### config.mk
export PLATFORM = sky130hd
export DESIGN_NAME = cgra_edge_nic
export DESIGN_NICKNAME = d
export VERILOG_FILES = /design/src/rtl/cgra_pkg.sv /design/src/rtl/cgra_sync_fifo.sv /design/src/rtl/cgra_edge_nic.sv
export SDC_FILE = /design/constraint.sdc
export NUM_CORES = 1
export LEC_CHECK = 0
export ABC_AREA = 1
export BUFFER_PORTS_ARGS = -buffer_cell sky130_fd_sc_hd__buf_2
export CORE_MARGIN = 10
export CORE_UTILIZATION = 40
export CTS_BUF_LIST = sky130_fd_sc_hd__clkbuf_8
export CTS_CLUSTER_SIZE = 40
export DETAILED_ROUTE_END_ITERATION = 16
export SETUP_SLACK_MARGIN = 0.4
export SLEW_MARGIN = 40
export SYNTH_ARGS = -nofsm -noshare
export SYNTH_HDL_FRONTEND = slang
export SYNTH_HIERARCHICAL = 1
export SYNTH_SLANG_ARGS = --single-unit
### constraint.sdc
create_clock -name clk -period 8.3 [get_ports clk]
set_input_delay 0.83 -clock clk [delete_from_list [all_inputs] [get_ports clk]]
set_output_delay 0.83 -clock clk [all_outputs]
set_load 0.02 [all_outputs]
### src/rtl/cgra_pkg.sv
// rtl/cgra_pkg.sv - shared flit layout for the CGRA mesh (NIC, router, PE)
package cgra_pkg;

    localparam int CGRA_COORD_W   = 4;
    localparam int CGRA_PAYLOAD_W = 16;
    localparam int CGRA_FLIT_W    = 4 * CGRA_COORD_W + CGRA_PAYLOAD_W;

    typedef struct packed {
        logic [CGRA_COORD_W-1:0]   dst_x;
        logic [CGRA_COORD_W-1:0]   dst_y;
        logic [CGRA_COORD_W-1:0]   src_x;
        logic [CGRA_COORD_W-1:0]   src_y;
        logic [CGRA_PAYLOAD_W-1:0] payload;
    } flit_t;

    // Field offsets for an arbitrary coordinate/payload width split.
    function automatic int src_y_lsb(input int cw, input int pw);
        return pw + 0 * cw;
    endfunction

    function automatic int src_x_lsb(input int cw, input int pw);
        return pw + cw;
    endfunction

    function automatic int dst_y_lsb(input int cw, input int pw);
        return pw + 2 * cw;
    endfunction

    function automatic int dst_x_lsb(input int cw, input int pw);
        return pw + 3 * cw;
    endfunction

endpackage

### src/rtl/cgra_sync_fifo.sv
// rtl/cgra_sync_fifo.sv - single-clock FIFO with occupancy count and zeroed empty output
module cgra_sync_fifo #(
    parameter int WIDTH = 32,
    parameter int DEPTH = 4
) (
    input  logic                       clk,
    input  logic                       rst_n,
    input  logic                       push_i,
    input  logic [WIDTH-1:0]           din_i,
    input  logic                       pop_i,
    output logic [WIDTH-1:0]           dout_o,
    output logic                       full_o,
    output logic                       empty_o,
    output logic [$clog2(DEPTH):0]     count_o
);
    localparam int AW = $clog2(DEPTH);
    localparam int CW = AW + 1;

    logic [WIDTH-1:0] mem_q [DEPTH];
    logic [AW-1:0]    wr_ptr_q, rd_ptr_q;
    logic [CW-1:0]    count_q, count_d;
    logic             do_push, do_pop;

    // Readiness depends on stored occupancy only; a same-cycle pop never frees a full queue.
    assign full_o  = (count_q == CW'(DEPTH));
    assign empty_o = (count_q == '0);
    assign do_push = push_i && !full_o;
    assign do_pop  = pop_i && !empty_o;
    assign count_o = count_q;

    always_comb begin
        count_d = count_q;
        if (do_push && !do_pop) count_d = count_q + CW'(1);
        if (do_pop && !do_push) count_d = count_q - CW'(1);
    end

    always_ff @(posedge clk or negedge rst_n) begin
        if (!rst_n) begin
            wr_ptr_q <= '0;
            rd_ptr_q <= '0;
            count_q  <= '0;
        end else begin
            if (do_push) wr_ptr_q <= wr_ptr_q + AW'(1);
            if (do_pop)  rd_ptr_q <= rd_ptr_q + AW'(1);
            count_q <= count_d;
        end
    end

    always_ff @(posedge clk) begin
        if (do_push) mem_q[wr_ptr_q] <= din_i;
    end

    // Masking keeps stale storage invisible after reset or a full drain.
    assign dout_o = empty_o ? '0 : mem_q[rd_ptr_q];

endmodule

### src/rtl/cgra_edge_nic.sv
// rtl/cgra_edge_nic.sv - mesh-edge NIC: host command packetizer and RX ejection queue
module cgra_edge_nic
    import cgra_pkg::*;
#(
    parameter int DATA_WIDTH    = 32,
    parameter int COORD_WIDTH   = 4,
    parameter int PAYLOAD_WIDTH = 16,
    parameter int X_COORD       = 0,
    parameter int Y_COORD       = 0,
    parameter int TX_DEPTH      = 4,
    parameter int RX_DEPTH      = 4
) (
    input  logic                     clk,
    input  logic                     rst_n,
    input  logic                     tx_valid,
    input  logic [COORD_WIDTH-1:0]   tx_dst_x,
    input  logic [COORD_WIDTH-1:0]   tx_dst_y,
    input  logic [PAYLOAD_WIDTH-1:0] tx_payload,
    output logic                     tx_ready,
    output logic [DATA_WIDTH-1:0]    flit_out,
    output logic                     flit_valid_out,
    input  logic                     flit_ready_in,
    input  logic [DATA_WIDTH-1:0]    flit_in,
    input  logic                     flit_valid_in,
    output logic                     flit_ready_out,
    output logic                     rx_valid,
    output logic [COORD_WIDTH-1:0]   rx_src_x,
    output logic [COORD_WIDTH-1:0]   rx_src_y,
    output logic [PAYLOAD_WIDTH-1:0] rx_payload,
    input  logic                     rx_ready,
    output logic [15:0]              tx_count,
    output logic [15:0]              rx_count,
    output logic                     err_misroute
);
    localparam int DX_LSB = dst_x_lsb(COORD_WIDTH, PAYLOAD_WIDTH);
    localparam int DY_LSB = dst_y_lsb(COORD_WIDTH, PAYLOAD_WIDTH);
    localparam int SY_LSB = src_y_lsb(COORD_WIDTH, PAYLOAD_WIDTH);
    localparam int RXW    = DATA_WIDTH - 2 * COORD_WIDTH;
    localparam logic [COORD_WIDTH-1:0] MY_X = COORD_WIDTH'(X_COORD);
    localparam logic [COORD_WIDTH-1:0] MY_Y = COORD_WIDTH'(Y_COORD);

    logic                          tx_full, tx_empty, rx_full, rx_empty;
    logic [$clog2(TX_DEPTH):0]     tx_cnt;
    logic [$clog2(RX_DEPTH):0]     rx_cnt;
    logic [RXW-1:0]                rx_head;
    logic                          rx_accept, dst_match, rx_push, tx_pop;
    logic [15:0]                   tx_count_q, tx_count_d, rx_count_q, rx_count_d;
    logic                          err_q, err_d;
    logic                          unused_cnt;

    assign unused_cnt = ^{tx_cnt, rx_cnt};

    cgra_sync_fifo #(.WIDTH(DATA_WIDTH), .DEPTH(TX_DEPTH)) u_tx_fifo (
        .clk     (clk),
        .rst_n   (rst_n),
        .push_i  (tx_valid),
        .din_i   ({tx_dst_x, tx_dst_y, MY_X, MY_Y, tx_payload}),
        .pop_i   (flit_ready_in),
        .dout_o  (flit_out),
        .full_o  (tx_full),
        .empty_o (tx_empty),
        .count_o (tx_cnt)
    );

    assign tx_ready       = !tx_full;
    assign flit_valid_out = !tx_empty;
    assign tx_pop         = flit_valid_out && flit_ready_in;

    // Misrouted flits are still accepted so a bad sender cannot wedge the router.
    assign flit_ready_out = !rx_full;
    assign rx_accept      = flit_valid_in && flit_ready_out;
    assign dst_match      = (flit_in[DX_LSB +: COORD_WIDTH] == MY_X) &&
                            (flit_in[DY_LSB +: COORD_WIDTH] == MY_Y);
    assign rx_push        = rx_accept && dst_match;

    cgra_sync_fifo #(.WIDTH(RXW), .DEPTH(RX_DEPTH)) u_rx_fifo (
        .clk     (clk),
        .rst_n   (rst_n),
        .push_i  (rx_push),
        .din_i   (flit_in[RXW-1:0]),
        .pop_i   (rx_ready),
        .dout_o  (rx_head),
        .full_o  (rx_full),
        .empty_o (rx_empty),
        .count_o (rx_cnt)
    );

    assign rx_valid   = !rx_empty;
    assign rx_payload = rx_head[PAYLOAD_WIDTH-1:0];
    assign rx_src_y   = rx_head[SY_LSB +: COORD_WIDTH];
    assign rx_src_x   = rx_head[SY_LSB + COORD_WIDTH +: COORD_WIDTH];

    always_comb begin
        tx_count_d = tx_count_q;
        rx_count_d = rx_count_q;
        err_d      = err_q;
        if (tx_pop)                 tx_count_d = tx_count_q + 16'd1;
        if (rx_push)                rx_count_d = rx_count_q + 16'd1;
        if (rx_accept && !dst_match) err_d     = 1'b1;
    end

    always_ff @(posedge clk or negedge rst_n) begin
        if (!rst_n) begin
            tx_count_q <= '0;
            rx_count_q <= '0;
            err_q      <= 1'b0;
        end else begin
            tx_count_q <= tx_count_d;
            rx_count_q <= rx_count_d;
            err_q      <= err_d;
        end
    end

    assign tx_count     = tx_count_q;
    assign rx_count     = rx_count_q;
    assign err_misroute = err_q;

endmodule

## Word level (Yosys, flattened, before mapping)

Memory sizes are Yosys's and may differ from the RTL's.
Cells that the tools add are included.

| storage, ports and cells | value |
|---|---|
| bits in registers | 47 |
| RAM bits | 192 |
| word-level logic and storage cells | 60 |
| memories | 2 |

Memories:

| memory | words | bits a word | rd ports | clocked after memory_dff | wr ports | line | source |
|---|---|---|---|---|---|---|---|
| u_rx_fifo.mem_q | 4 | 24 | 1 | 0 | 1 | cgra_sync_fifo.sv:19 | `logic [WIDTH-1:0] mem_q [DEPTH];` |
| u_tx_fifo.mem_q | 4 | 24 | 1 | 0 | 1 | cgra_sync_fifo.sv:19 |  |

| operators by class | value |
|---|---|
| $add $sub $neg | 10 |
| equality and inequality tests | 2 |
| muxes and demuxes | 10 |
| reductions and logical operators | 27 |

Operators with widths:

| cell | number |
|---|---|
| adder 16 x 1 -> 16 bit, second input constant | 2 |
| 2-to-1 mux 32 bit | 1 |
| 2-to-1 mux 24 bit | 1 |
| logical AND 1 bit | 12 |
| 2-to-1 mux 3 bit | 4 |
| zero test 1 bit | 9 |
| adder 2 x 1 -> 2 bit, second input constant | 4 |
| zero test 4 bit | 2 |
| adder 3 x 1 -> 3 bit, second input constant | 2 |
| equality test 3 bit, second input constant | 2 |
| zero test 3 bit | 2 |
| subtractor 3 x 1 -> 3 bit, second input constant | 2 |
| 2-to-1 mux 1 bit | 4 |
| nonzero test 2 bit | 2 |

## Longest topological paths before layout

Gate-level depths: netlist of the first run.

| depth | value |
|---|---|
| word-level depth | 8 |
| gate-level depth with buffers | 16 |
| depth with buffers taken out | 15 |

## Cells and area by module

Netlist of the first run, hierarchy kept.

By module, submodules not included:

| module | times used | cells an instance | area an instance (sq um) | sequential area each (sq um) |
|---|---|---|---|---|
| cgra_sync_fifo (u_tx_fifo) | 1 | 563 | 5870.6 | 4018.9 |
| cgra_sync_fifo (u_rx_fifo) | 1 | 437 | 4528.1 | 3057.9 |
| cgra_edge_nic | 1 | 248 | 1891.8 | 825.8 |

## Worst setup path after synthesis of the first run

No wires, ideal clock.

| timing path | value |
|---|---|
| path kind | input -> register |
| start point | in flit_in[28] |
| end point | mem u_rx_fifo/mem_q[0][0] (netlist bit), enable pin |
| arrival | 2.607 ns |
| data required time | 7.895 ns |
| slack | 5.288 ns |
| cell stages on the path | 6 |
| buffers on the path | 1 |
| cell sequence | nor2_1 nand2_2 nor3_4 buf_6 nand2_1 nor2_1 |

| between the ends | value |
|---|---|
| word-level cells in the longest chain between the ends | 6 |

Ends and longest elaborated chain:

| item | line | source |
|---|---|---|
| start: declaration | cgra_edge_nic.sv:23 | `input logic [DATA_WIDTH-1:0] flit_in,` |
| zero test 4 bit | cgra_edge_nic.sv:72 | `assign dst_match = (flit_in[DX_LSB +: COORD_WIDTH] == MY_X) &&` |
| logical AND 1 bit | cgra_edge_nic.sv:72 |  |
| logical AND 1 bit | cgra_edge_nic.sv:74 | `assign rx_push = rx_accept && dst_match;` |
| via rx_push | cgra_edge_nic.sv:46 | `logic rx_accept, dst_match, rx_push, tx_pop;` |
| logical AND 1 bit | cgra_sync_fifo.sv:27 | `assign do_push = push_i && !full_o;` |
| 2-to-1 mux 1 bit | cgra_sync_fifo.sv:50 | `if (do_push) mem_q[wr_ptr_q] <= din_i;` |
| 2-to-1 mux 1 bit (not written as such) | cgra_sync_fifo.sv:50 |  |
| end: declaration | cgra_sync_fifo.sv:19 |  |

The timed path passes the listed nets, and every way through them passes these cells.

## Final worst setup path of the first run

| timing path | value |
|---|---|
| start point | reg u_rx_fifo.rd_ptr_q[0] |
| end point | out rx_payload[11] |

| between the ends | value |
|---|---|
| word-level cells in the longest chain between the ends | 2 |

Ends and longest elaborated chain:

| item | line | source |
|---|---|---|
| start: declaration | cgra_sync_fifo.sv:20 | `logic [AW-1:0] wr_ptr_q, rd_ptr_q;` |
| start signal: assignment | cgra_sync_fifo.sv:44 | `if (do_pop) rd_ptr_q <= rd_ptr_q + AW'(1);` |
| memory read (4 x 24 bit) | -- |  |
| 2-to-1 mux 24 bit | cgra_sync_fifo.sv:54 | `assign dout_o = empty_o ? '0 : mem_q[rd_ptr_q];` |
| end: declaration | cgra_edge_nic.sv:29 | `output logic [PAYLOAD_WIDTH-1:0] rx_payload,` |

No other way between the ends.

==> impl_summary.txt, run 1 <==
----------------------------------------------------
[CTS]
  Root Buffer ... sky130_fd_sc_hd__clkbuf_8
  Number of instances resized during post-cts repair ... 0
  Clock tree from TritonCTS ... yes
  Post-CTS repair timing setup buffer count ... 0
  Clock-pin transition on the worst setup and hold timing paths ... 0.06 ns
  Clock sinks ... 271
  Clock latency at the later pin of the worst-skew pair ... 0.56 ns
  H-tree depth ... 2
  Maximum count of clock buffers along a single path ... 3
  Number of buffers inserted for hold repair after clock tree synthesis ... 0
  Total clock buffers created by CTS ... 47

[Drt]
  DRT met1 WL ... 12300 um
  Met3 wire length ... 1530 um
  Iteration-0 DRC Markers ... 443
  Count of TritonRoute iterations in the first routing pass ... 4
  Met2 WL post-DR ... 13000 um
  Vias per cell ... 4.52
  WL per Instance ... 14.5 um
  DR vias ... 8536
  Top routing layer in use ... met5
  DRC errors left ... 0
  Number of routed nets with antenna violations ... 0
  Total length of routed wires ... 27400 um

[STA]
  Worst clock skew on the final layout ... 0.0316 ns
  Maximum clock rate ... 266 MHz
  Worst slack on hold paths ... 0.367 ns
  RSZ-0062 raised after global routing ... no
  Worst Tran Pin Value ... 0.771 ns
  Count of endpoints failing setup in the final report ... 0
  Count of pins over their slew limit ... 0
  Share of the clock period used by the worst path after layout ... 45.2%
  Count of final hold-check violations ... 0
  Minimum clock period ... 3.76 ns
  Worst slew margin relative to its limit ... 48.6%
  Setup TNS ... 0 ns

[Layout]
  FF/Latch Area ... 0.00790 sq mm
  Leading cell types in the layout, fill and taps excluded ... sky130_fd_sc_hd__nand2_1, sky130_fd_sc_hd__inv_1, sky130_fd_sc_hd__edfxtp_1, sky130_fd_sc_hd__buf_2, sky130_fd_sc_hd__nand3_1
  Synth-to-Final Area Change ... 17.7%
  Leading cell type in the layout, fill and taps excluded ... sky130_fd_sc_hd__nand2_1
  Final non-filler cell area ... 0.0145 sq mm
  Area taken by multi-input logic gates ... 0.00319 sq mm
  Final cell utilization of the core ... 47.6%
  Fraction of final layout cells with drive strength greater than 1 ... 17.4%
  Count of filler cells inserted in the layout ... 2848
  Nets ... 1531

[Logic synthesis]
  Cell count after synthesis ... 1248
  Post-Synthesis Mean Instance Area ... 9.85 sq um
  Synth unique cells ... 31
  Most area-consuming cells after synthesis ... sky130_fd_sc_hd__edfxtp_1, sky130_fd_sc_hd__nand2_1, sky130_fd_sc_hd__dfrtp_1
  Count of yosys warnings during synthesis ... 6
  Mapped cell area ... 0.0123 sq mm
  Post-synthesis sequential area ratio ... 64.3%
  Library cell with the largest summed area after synthesis ... sky130_fd_sc_hd__edfxtp_1
  Synth Register Bits ... 271
  Synth top area share ... 54.7%

[Setup path]
  Critical path start-end classification ... flop to output port
  Required time worst endpoint ... 7.47 ns
  Highest net fanout along the worst path ... 51
  CP endpoint kind ... output port
  Worst Setup Start Kind ... flop
  Arr. time, crit path ... 2.93 ns

[Power]
  Post-layout power ... 4.59 mW
  Power per cell area ... 317 mW/mm^2
  Highest ir drop seen on vdd ... 0.000222 V
  Leakage power total ... 6.84 nW

[Floorplan]
  Overall die area ... 0.0381 sq mm
  Die Y ... 195 um
  Top Ports ... 155
  Core outline area ... 0.0304 sq mm
  Die outline width ... 195 um
  Initial core utilization ... 40.4%
  Std-Cell Rows ... 64

[Global routing]
  Pin count of the biggest net entering global routing ... 67
  Global-route wire length before repair ... 44800 um
  Number of antenna violations at the first check in global routing ... 2
  Total GRT Usage ... 14.3%
  Total overflow reported by the global router ... 0
  Vias in the first global route ... 8535

[Hold path]
  Classification of the worst-slack hold path ... input pin to async pin

[Flow run]
  # Max-Cap Violations ... 0

[Placement]
  Port-buffer cells ... 154
  Placed Area ... 0.0136 sq mm
  Post-detailed-placement half-perimeter wirelength ... 17000 um
  Weighted congestion reported at the end of routability-driven placement ... 0.785

[Run status]
  Result of the run ... completed

----------------------------------------------------
-- logic make-up (layout without fill, tap and decap cells) --
kind of cell               after synthesis  in the layout  share of synthesized area [%]
buffers and inverters                  335            549                           11.1
adders and majority gates               14             14                           1.55
other                                    1             33                         0.0305
xor gates and xnor gates                20             20                           1.43
AOI/OAI and AO/OA                       67             67                           2.83
and+or+nand+nor                        540            540                           18.8
DFF                                    271            271                           64.3
-- per-stage QoR --
step                setup slack (ns)  instances
floorplan                       5.29       1279
global placement                5.28       1800
detailed placement              5.23       1802
CTS                             4.78       1889
global route                    4.28       1890
finish                          4.54       1890
-- critical path, stage by stage (launching register included) --
cell and delay, ns:
sky130_fd_sc_hd__dfrtp_1 0.32, sky130_fd_sc_hd__buf_4 0.46, sky130_fd_sc_hd__clkinv_2 0.74, sky130_fd_sc_hd__nand2_1 0.22
sky130_fd_sc_hd__nand3_1 0.09, sky130_fd_sc_hd__a21oi_1 0.29, sky130_fd_sc_hd__buf_2 0.23
-- power breakdown --
group | internal [mW] | leakage (nW) | switching, mW
clock | 0.574 | 0.484 | 0.534
sequential | 1.66 | 2.63 | 0.0593
combinational | 0.514 | 3.73 | 1.25
-- cells in the mapped netlist --
library cell                 n
sky130_fd_sc_hd__xor2_1      4
sky130_fd_sc_hd__buf_4       7
sky130_fd_sc_hd__buf_6       6
sky130_fd_sc_hd__nand4_1    15
sky130_fd_sc_hd__nand3b_1    2
sky130_fd_sc_hd__clkbuf_1    6
sky130_fd_sc_hd__buf_1       1
sky130_fd_sc_hd__edfxtp_1  224
sky130_fd_sc_hd__nand2_2     3
sky130_fd_sc_hd__nor2_2      1
sky130_fd_sc_hd__nor3_2      1
sky130_fd_sc_hd__dfrtp_1    47
sky130_fd_sc_hd__ha_1       12
sky130_fd_sc_hd__buf_2      24
sky130_fd_sc_hd__inv_1     285
sky130_fd_sc_hd__o21bai_1    1
sky130_fd_sc_hd__nand3_1   136
sky130_fd_sc_hd__conb_1      1
sky130_fd_sc_hd__nor3_4      1
sky130_fd_sc_hd__nor2_4      3
sky130_fd_sc_hd__fa_1        2
sky130_fd_sc_hd__nand2_1   343
sky130_fd_sc_hd__o21ai_1     2
sky130_fd_sc_hd__xnor2_1    16
sky130_fd_sc_hd__a21oi_1    56
sky130_fd_sc_hd__inv_2       6
sky130_fd_sc_hd__o21ai_0     6
sky130_fd_sc_hd__o21ai_2     1
sky130_fd_sc_hd__nor2_1     32
sky130_fd_sc_hd__nand3_2     3
sky130_fd_sc_hd__o21bai_2    1
-- sequential cells by signal, summed over array words and instances (netlist names) --
register / count
err_misroute: 1
rx_count: 16
tx_count: 16
u_rx_fifo/count_o: 3
u_rx_fifo/mem_q: 96
u_rx_fifo/rd_ptr_q: 2
u_rx_fifo/wr_ptr_q: 2
u_tx_fifo/count_o: 3
u_tx_fifo/mem_q: 128
u_tx_fifo/rd_ptr_q: 2
u_tx_fifo/wr_ptr_q: 2
-- layout make-up --
cell class                      count  area share (%)
Antenna cell                        1          0.0173
Clock buffer                       48            4.57
Clock inverter                     39            1.41
Inverter                          291            7.56
Multi-Input combinational cell    673            22.0
Sequential cell                   271            54.6
Tap cell                          396            3.42
Timing Repair Buffer              171            6.40
-- worst paths after layout --
| kind | slack (ns) | cells past startpoint | from | to |
|---|---|---|---|---|
| max | 4.54 | 6 | u_rx_fifo/rd_ptr_q[0] | rx_payload[11] |
| max in group asynchronous | 7.44 | 2 | rst_n | u_tx_fifo/rd_ptr_q[0] |
| min reg2reg | 0.48 | 1 | u_tx_fifo/count_o[0] | u_tx_fifo/count_o[0] |
| min in group clk | 0.48 | 1 | tx_payload[0] | u_tx_fifo/mem_q[0][0] |
| max reg2reg | 5.59 | 11 | u_rx_fifo/count_o[1] | u_rx_fifo/count_o[1] |
| min | 0.37 | 2 | rst_n | rx_count[0] |
-- metal layers --
layer	GRT usage [%]	up-vias
met5	0	-
met4	4.16	2
met3	3.27	44
met2	23.7	193
met1	18.2	3980
li1	-	4317
Power figures use the tool's default switching activity.
==> run 2, diff against run 1 <==
Clock period 8.3 ns to 3.4 ns, I/O delays scaled along.
==> run 2 against run 1 <==
Clock skew decreased by 0.010 ns. Flip-flop and latch count unchanged. Via count increased by 1.6%. Largest cell class unchanged.
==> impl_summary.txt, run 2 (synthesis results as in run 1) <==
----------------------------------------------------
[Global routing]
  Global-route wire length before repair ... 45300 um (was 44800 um)
  Total overflow reported by the global router ... 0 (unchanged)
  Vias in the first global route ... 8799 (was 8535)
  Total GRT Usage ... 14.3% (about the same)
  Number of antenna violations at the first check in global routing ... 0 (was 2)
  Pin count of the biggest net entering global routing ... 51 (was 67)

[Drt]
  DRC errors left ... 0 (unchanged)
  Total length of routed wires ... 27400 um (about the same)
  Number of routed nets with antenna violations ... 0 (unchanged)
  DR vias ... 8675 (was 8536)
  Iteration-0 DRC Markers ... 457 (was 443)
  WL per Instance ... 14.3 um (was 14.5 um)
  Count of TritonRoute iterations in the first routing pass ... 4 (unchanged)
  Vias per cell ... 4.51 (was 4.52)

[Power]
  Leakage power total ... 7.02 nW (was 6.84 nW)
  Highest ir drop seen on vdd ... 0.000530 V (was 0.000222 V)
  Power per cell area ... 754 mW/mm^2 (was 317 mW/mm^2)
  Post-layout power ... 11.2 mW (was 4.59 mW)

[CTS]
  Post-CTS repair timing setup buffer count ... 0 (unchanged)
  Clock-pin transition on the worst setup and hold timing paths ... 0.06 ns (about the same)
  Clock tree from TritonCTS ... yes (unchanged)
  Clock sinks ... 271 (unchanged)
  Total clock buffers created by CTS ... 45 (was 47)
  Root Buffer ... sky130_fd_sc_hd__clkbuf_8 (unchanged)
  Maximum count of clock buffers along a single path ... 3 (unchanged)
  Number of instances resized during post-cts repair ... 0 (unchanged)
  Clock latency at the later pin of the worst-skew pair ... 0.55 ns (was 0.56 ns)
  H-tree depth ... 2 (unchanged)

[Run status]
  Result of the run ... completed (unchanged)

[STA]
  Minimum clock period ... 2.84 ns
  Share of the clock period used by the worst path after layout ... 83.4%
  Count of pins over their slew limit ... 0 (unchanged)
  Maximum clock rate ... 353 MHz
  Setup TNS ... 0 ns (unchanged)
  RSZ-0062 raised after global routing ... no (unchanged)
  Worst slew margin relative to its limit ... 52.6% (was 48.6%)
  Count of endpoints failing setup in the final report ... 0 (unchanged)
  Worst Tran Pin Value ... 0.711 ns (was 0.771 ns)
  Count of final hold-check violations ... 0 (unchanged)
  Worst clock skew on the final layout ... 0.0212 ns (was 0.0316 ns)

[Floorplan]
  Overall die area ... 0.0381 sq mm (unchanged)
  Top Ports ... 155 (unchanged)
  Die Y ... 195 um (unchanged)
  Std-Cell Rows ... 64 (unchanged)
  Initial core utilization ... 40.4% (unchanged)
  Core outline area ... 0.0304 sq mm (unchanged)
  Die outline width ... 195 um (unchanged)

[Layout]
  Leading cell types in the layout, fill and taps excluded ... sky130_fd_sc_hd__nand2_1, sky130_fd_sc_hd__inv_1, sky130_fd_sc_hd__edfxtp_1, sky130_fd_sc_hd__buf_2, sky130_fd_sc_hd__nand3_1 (unchanged)
  Synth-to-Final Area Change ... 20.6% (was 17.7%)
  Final cell utilization of the core ... 48.7% (was 47.6%)
  Largest Register ... u_tx_fifo/mem_q (unchanged)
  Final antenna diode count ... 0 (was 1)
  Fraction of final layout cells with drive strength greater than 1 ... 16.7% (was 17.4%)
  Final non-filler cell area ... 0.0148 sq mm (was 0.0145 sq mm)
  Biggest regs ... u_tx_fifo/mem_q x128, u_rx_fifo/mem_q x96 (unchanged)
  Largest register FFs ... 128 (unchanged)
  Leading cell type in the layout, fill and taps excluded ... sky130_fd_sc_hd__nand2_1 (unchanged)
  Nets ... 1570 (was 1531)

[Setup path]
  Arr. time, crit path ... 2.50 ns (was 2.93 ns)
  Required time worst endpoint ... 3.06 ns (was 7.47 ns)
  Flop2flop setup slack ... 0.87 ns (was 5.59 ns)
  Worst Setup Start Kind ... flop (unchanged)
  Depth of the worst register-to-register path ... 15 (was 11)
  CP endpoint kind ... output port (unchanged)
  Highest net fanout along the worst path ... 28 (was 51)
  Critical path start-end classification ... flop to output port (unchanged)

[Placement]
  Placed Area ... 0.0136 sq mm (about the same)
  Post-detailed-placement half-perimeter wirelength ... 17100 um (was 17000 um)
  Port-buffer cells ... 154 (unchanged)
  Weighted congestion reported at the end of routability-driven placement ... 0.791 (was 0.785)

[Flow run]
  # Max-Cap Violations ... 0 (unchanged)

[Hold path]
  Classification of the worst-slack hold path ... input pin to flop (was input pin to async pin)
  Number of instances on the worst hold path ... 1

----------------------------------------------------
==> run 2: report_power, final <==
group          internal, mW  switching, mW
clock network          1.41           1.26
registers              4.04          0.185
logic                  1.27           3.01
total                  6.72           4.45
==> run 2: what timing repair did <==
| item | in CTS | in global routing |
|---|---|---|
| hold endpoints to repair | 150 | 9 |
| setup endpoints to repair | 0 | 0 |
| hold buffers | 37 | 3 |
==> run 2: final timing paths <==
check / to / start
setup / recovery: flit_out[19] / u_tx_fifo/rd_ptr_q[0]
hold / removal: u_tx_fifo/mem_q[1][5] / tx_payload[5]
setup reg to reg: u_rx_fifo/count_o[2] / u_rx_fifo/count_o[1]
hold reg to reg: u_tx_fifo/count_o[0] / u_tx_fifo/count_o[0]
max in group asynchronous: u_rx_fifo/wr_ptr_q[0] / rst_n
min in group asynchronous: tx_count[1] / rst_n
==> run 2: critical path, stage by stage, from the launching register on <==
cell and delay [ns]:
sky130_fd_sc_hd__dfrtp_2 0.64, sky130_fd_sc_hd__inv_2 0.26, sky130_fd_sc_hd__buf_4 0.31, sky130_fd_sc_hd__nand2_1 0.11, sky130_fd_sc_hd__nand3_1 0.07, sky130_fd_sc_hd__a21oi_1 0.30, sky130_fd_sc_hd__buf_2 0.23
==> run 2: cell type report <==
| cell class | count | area, sq um |
|---|---|---|
| Fill cell | 2787 | 15600 |
| Sequential cell | 271 | 7900 |
| Multi-Input combinational cell | 673 | 3190 |
| Timing Repair Buffer | 212 | 1310 |
| Inverter | 291 | 1090 |
| Clock buffer | 49 | 674 |
| Tap cell | 396 | 495 |
| Clock inverter | 33 | 168 |
==> run 2: stage by stage <==
stage / hold WS [ns] / worst slack (ns) / cells
after CTS: 0.000313 / 0.576 / 1922
after global routing: 0.00137 / 0.474 / 1925
after floorplan: 0.0444 / 0.537 / 1279
after detailed placement: 0.385 / 0.889 / 1803
final: 0.0282 / 0.564 / 1925
after global placement: 0.387 / 0.970 / 1803
==> run 2: metal layers <==
metal,up-vias,routed length (um),global-route usage (%)
met4,0,604,4.55
met2,191,13100,23.8
li1,4391,-,-
met3,43,1450,3.10
met1,4050,12300,18.2
met5,-,0,0
==> run 3, diff against run 2 <==
Clock period 3.4 ns to 2.3 ns, I/O delays scaled along.
==> run 3 against run 2 <==
Worst hold slack improved by 0.042 ns. Clock skew is 0.021 ns higher. Critical path depth did not move. Combinational power grew to 2.5 times the previous value. First-iteration DRC count grew 33%. Register-to-register slack got worse by 0.49 ns. Global-route usage rose by 1.4 points. Cell area rose by 16%. Wire length up 16%. Clock power up 47%. Sequential share of layout area decreased by 7.2 points. Setup slack worse by 0.34 ns. Largest cell class unchanged. Highest routed layer unchanged.
==> impl_summary.txt, run 3 (synthesis results as in run 1) <==
----------------------------------------------------
[Layout]
  Fraction of final layout cells with drive strength greater than 1 ... 30.6% (was 16.7%)
  Final cell utilization of the core ... 56.4% (was 48.7%)
  Nets ... 1629 (was 1570)
  Final non-filler cell area ... 0.0172 sq mm (was 0.0148 sq mm)
  Final antenna diode count ... 0 (unchanged)
  Leading cell types in the layout, fill and taps excluded ... sky130_fd_sc_hd__inv_1, sky130_fd_sc_hd__nand2_1, sky130_fd_sc_hd__edfxtp_1, sky130_fd_sc_hd__buf_2, sky130_fd_sc_hd__nand3_1 (was sky130_fd_sc_hd__nand2_1, sky130_fd_sc_hd__inv_1, sky130_fd_sc_hd__edfxtp_1, sky130_fd_sc_hd__buf_2, sky130_fd_sc_hd__nand3_1)
  Largest register FFs ... 128 (unchanged)
  Count of filler cells inserted in the layout ... 2540 (was 2787)
  Largest Register ... u_tx_fifo/mem_q (unchanged)
  Biggest regs ... u_tx_fifo/mem_q x128, u_rx_fifo/mem_q x96 (unchanged)
  Leading cell type in the layout, fill and taps excluded ... sky130_fd_sc_hd__inv_1 (was sky130_fd_sc_hd__nand2_1)
  Number of non-filler instances in the completed layout ... 1984 (was 1925)
  Synth-to-Final Area Change ... 39.7% (was 20.6%)

[Global routing]
  Pin count of the biggest net entering global routing ... 35 (was 51)
  Vias in the first global route ... 9168 (was 8799)
  Global-route wire length before repair ... 48900 um (was 45300 um)
  Total overflow reported by the global router ... 0 (unchanged)
  Total GRT Usage ... 15.7% (was 14.3%)
  Number of antenna violations at the first check in global routing ... 0 (unchanged)

[Drt]
  Vias per cell ... 4.59 (was 4.51)
  Total length of routed wires ... 31700 um (was 27400 um)
  DRC errors left ... 0 (unchanged)
  WL per Instance ... 16.0 um (was 14.3 um)
  DR vias ... 9099 (was 8675)
  Iteration-0 DRC Markers ... 608 (was 457)
  Number of routed nets with antenna violations ... 0 (unchanged)
  Count of TritonRoute iterations in the first routing pass ... 5 (was 4)

[Power]
  Highest ir drop seen on vdd ... 0.000921 V (was 0.000530 V)
  Part of the power in the clock network ... 18.7% (was 23.8%)
  Switching power as a share of total power ... 39.3% (was 39.8%)
  Proportion of power drawn by flip-flops and latches ... 29.9% (was 37.8%)
  Power per cell area ... 1220 mW/mm^2 (was 754 mW/mm^2)
  Power dissipated by switching net loads ... 8.21 mW (was 4.45 mW)
  Combinational power share ... 51.4% (was 38.3%)
  Total internal power ... 12.7 mW (was 6.72 mW)
  Leakage power total ... 7.84 nW (was 7.02 nW)

[Setup path]
  Largest incremental delay on the critical path ... 0.44 ns (was 0.64 ns)
  Required time worst endpoint ... 2.07 ns (was 3.06 ns)
  Highest net fanout along the worst path ... 16 (was 28)
  Critical path start-end classification ... flop to output port (unchanged)
  Slowest cell on crit path ... sky130_fd_sc_hd__dfrtp_2 (unchanged)
  Worst Setup Start Kind ... flop (unchanged)
  CP endpoint kind ... output port (unchanged)
  Flop2flop setup slack ... 0.38 ns (was 0.87 ns)
  Combined buffer and inverter count along the critical path ... 3 (unchanged)
  Arr. time, crit path ... 1.85 ns (was 2.50 ns)
  Kind of cell adding the most delay to the critical path ... buffers and inverters (unchanged)
  Crit-path cells ... buf_12 > buf_16 > nand2_1 > nand3_1 > a21oi_2 > buf_6 (was inv_2 > buf_4 > nand2_1 > nand3_1 > a21oi_1 > buf_2)

[CTS]
  Clock latency at the later pin of the worst-skew pair ... 0.56 ns (was 0.55 ns)
  Clock tree from TritonCTS ... yes (unchanged)
  Maximum count of clock buffers along a single path ... 3 (unchanged)
  Clock sinks ... 271 (unchanged)
  Clock-pin transition on the worst setup and hold timing paths ... 0.06 ns (about the same)
  Root Buffer ... sky130_fd_sc_hd__clkbuf_8 (unchanged)
  Total clock buffers created by CTS ... 46 (was 45)
  H-tree depth ... 2 (unchanged)

[STA]
  Count of endpoints failing setup in the final report ... 0 (unchanged)
  Setup TNS ... 0 ns (unchanged)
  RSZ-0062 raised after global routing ... yes (was no)
  Share of the clock period used by the worst path after layout ... 90.4%
  Worst clock skew on the final layout ... 0.0421 ns (was 0.0212 ns)
  Count of pins over their slew limit ... 0 (unchanged)
  Count of final hold-check violations ... 0 (unchanged)
  Maximum clock rate ... 481 MHz
  Minimum clock period ... 2.08 ns

[Floorplan]
  Core outline area ... 0.0304 sq mm (unchanged)
  Initial core utilization ... 40.4% (unchanged)
  Die Y ... 195 um (unchanged)
  Std-Cell Rows ... 64 (unchanged)
  Top Ports ... 155 (unchanged)
  Die outline width ... 195 um (unchanged)
  Overall die area ... 0.0381 sq mm (unchanged)

[Placement]
  Placed Area ... 0.0138 sq mm (was 0.0136 sq mm)
  Port-buffer cells ... 154 (unchanged)
  Weighted congestion reported at the end of routability-driven placement ... 0.789 (was 0.791)
  Placed instance count ... 1807 (was 1803)
  Post-detailed-placement half-perimeter wirelength ... 17300 um (was 17100 um)

[Run status]
  Result of the run ... completed (unchanged)

[Hold path]
  Classification of the worst-slack hold path ... input pin to async pin (was input pin to flop)

[Flow run]
  # Max-Cap Violations ... 0 (unchanged)

----------------------------------------------------
## run 3: cell types whose count changed in the layout (fill, tap and decap cells not counted), moves of 9 or more
cell / previous run / this run
sky130_fd_sc_hd__dlygate4sd3_1: 40 / 53
sky130_fd_sc_hd__inv_1: 305 / 296
sky130_fd_sc_hd__nand3_2: 3 / 54
sky130_fd_sc_hd__nand3_1: 136 / 78
sky130_fd_sc_hd__buf_4: 18 / 30
sky130_fd_sc_hd__buf_2: 154 / 97
sky130_fd_sc_hd__a21oi_1: 56 / 4
sky130_fd_sc_hd__nand2_2: 3 / 58
sky130_fd_sc_hd__a21oi_4: 0 / 9
sky130_fd_sc_hd__nand2_1: 343 / 279
sky130_fd_sc_hd__buf_16: 0 / 13
sky130_fd_sc_hd__buf_6: 0 / 46
sky130_fd_sc_hd__buf_12: 0 / 19
sky130_fd_sc_hd__a21oi_2: 0 / 43
## run 3: path summary, 6_finish.rpt
| kind | startpoint | end | cells past startpoint |
|---|---|---|---|
| setup / recovery | u_tx_fifo/rd_ptr_q[0] | flit_out[26] | 6 |
| hold / removal | rst_n | u_rx_fifo/rd_ptr_q[1] | 2 |
| setup reg to reg | u_rx_fifo/count_o[2] | u_rx_fifo/count_o[1] | 10 |
| hold reg to reg | err_misroute | err_misroute | 1 |
| max in group asynchronous | rst_n | u_tx_fifo/rd_ptr_q[0] | 3 |
| min in group clk | flit_in[26] | err_misroute | 5 |
## run 3: per-stage QoR
stage                     total power, mW  hold slack (ns)  setup slack (ns)
after global placement               12.8           0.0972             0.361
final                                20.9           0.0706             0.221
after CTS                            19.7           0.0272             0.212
after floorplan                      10.7          -0.0656             0.299
after detailed placement             12.9            0.102             0.268
after global routing                 22.1           0.0646             0.139
## run 3: layer usage
| metal | vias to the layer above | GRT usage [%] | share of wire (%) |
|---|---|---|---|
| met5 | - | 0 | 0 |
| met1 | 4284 | 19.4 | 42 |
| met2 | 238 | 27.1 | 51 |
| met3 | 49 | 3.15 | 5.4 |
| met4 | 0 | 4.61 | 1.6 |
| li1 | 4528 | - | - |
## run 3: power groups by stage
stage / Clock, mW / Sequential (mW) / Combinational (mW)
detailed placement: 0 / 6.30 / 6.62
global placement: 0 / 6.28 / 6.56
global route: 4.27 / 6.30 / 11.5
CTS: 4.03 / 6.23 / 9.40
finish: 3.90 / 6.24 / 10.7
floorplan: 0 / 6.32 / 4.41
## run 3: what timing repair did
action	in CTS	in global routing
hold buffers	53	0
hold endpoints to repair	245	0
buffers inserted	14	7
gates cloned	13	7
pin swaps	42	58
endpoints found under the setup margin	59	158
resized for setup	203	163
## run 3: cell type report
| cell class | count | area (sq um) | share of cell area [%] |
|---|---|---|---|
| repair buffers | 266 | 2670 | 15.5 |
| repair inverters | 4 | 45.0 | 0.262 |
| clock buffers | 48 | 661 | 3.85 |
| inverters | 291 | 1160 | 6.79 |
| clock inverters | 35 | 184 | 1.07 |
| well taps | 396 | 495 | 2.89 |
| flip-flops and latches | 271 | 7910 | 46.1 |
| multi-input cells | 673 | 4040 | 23.5 |
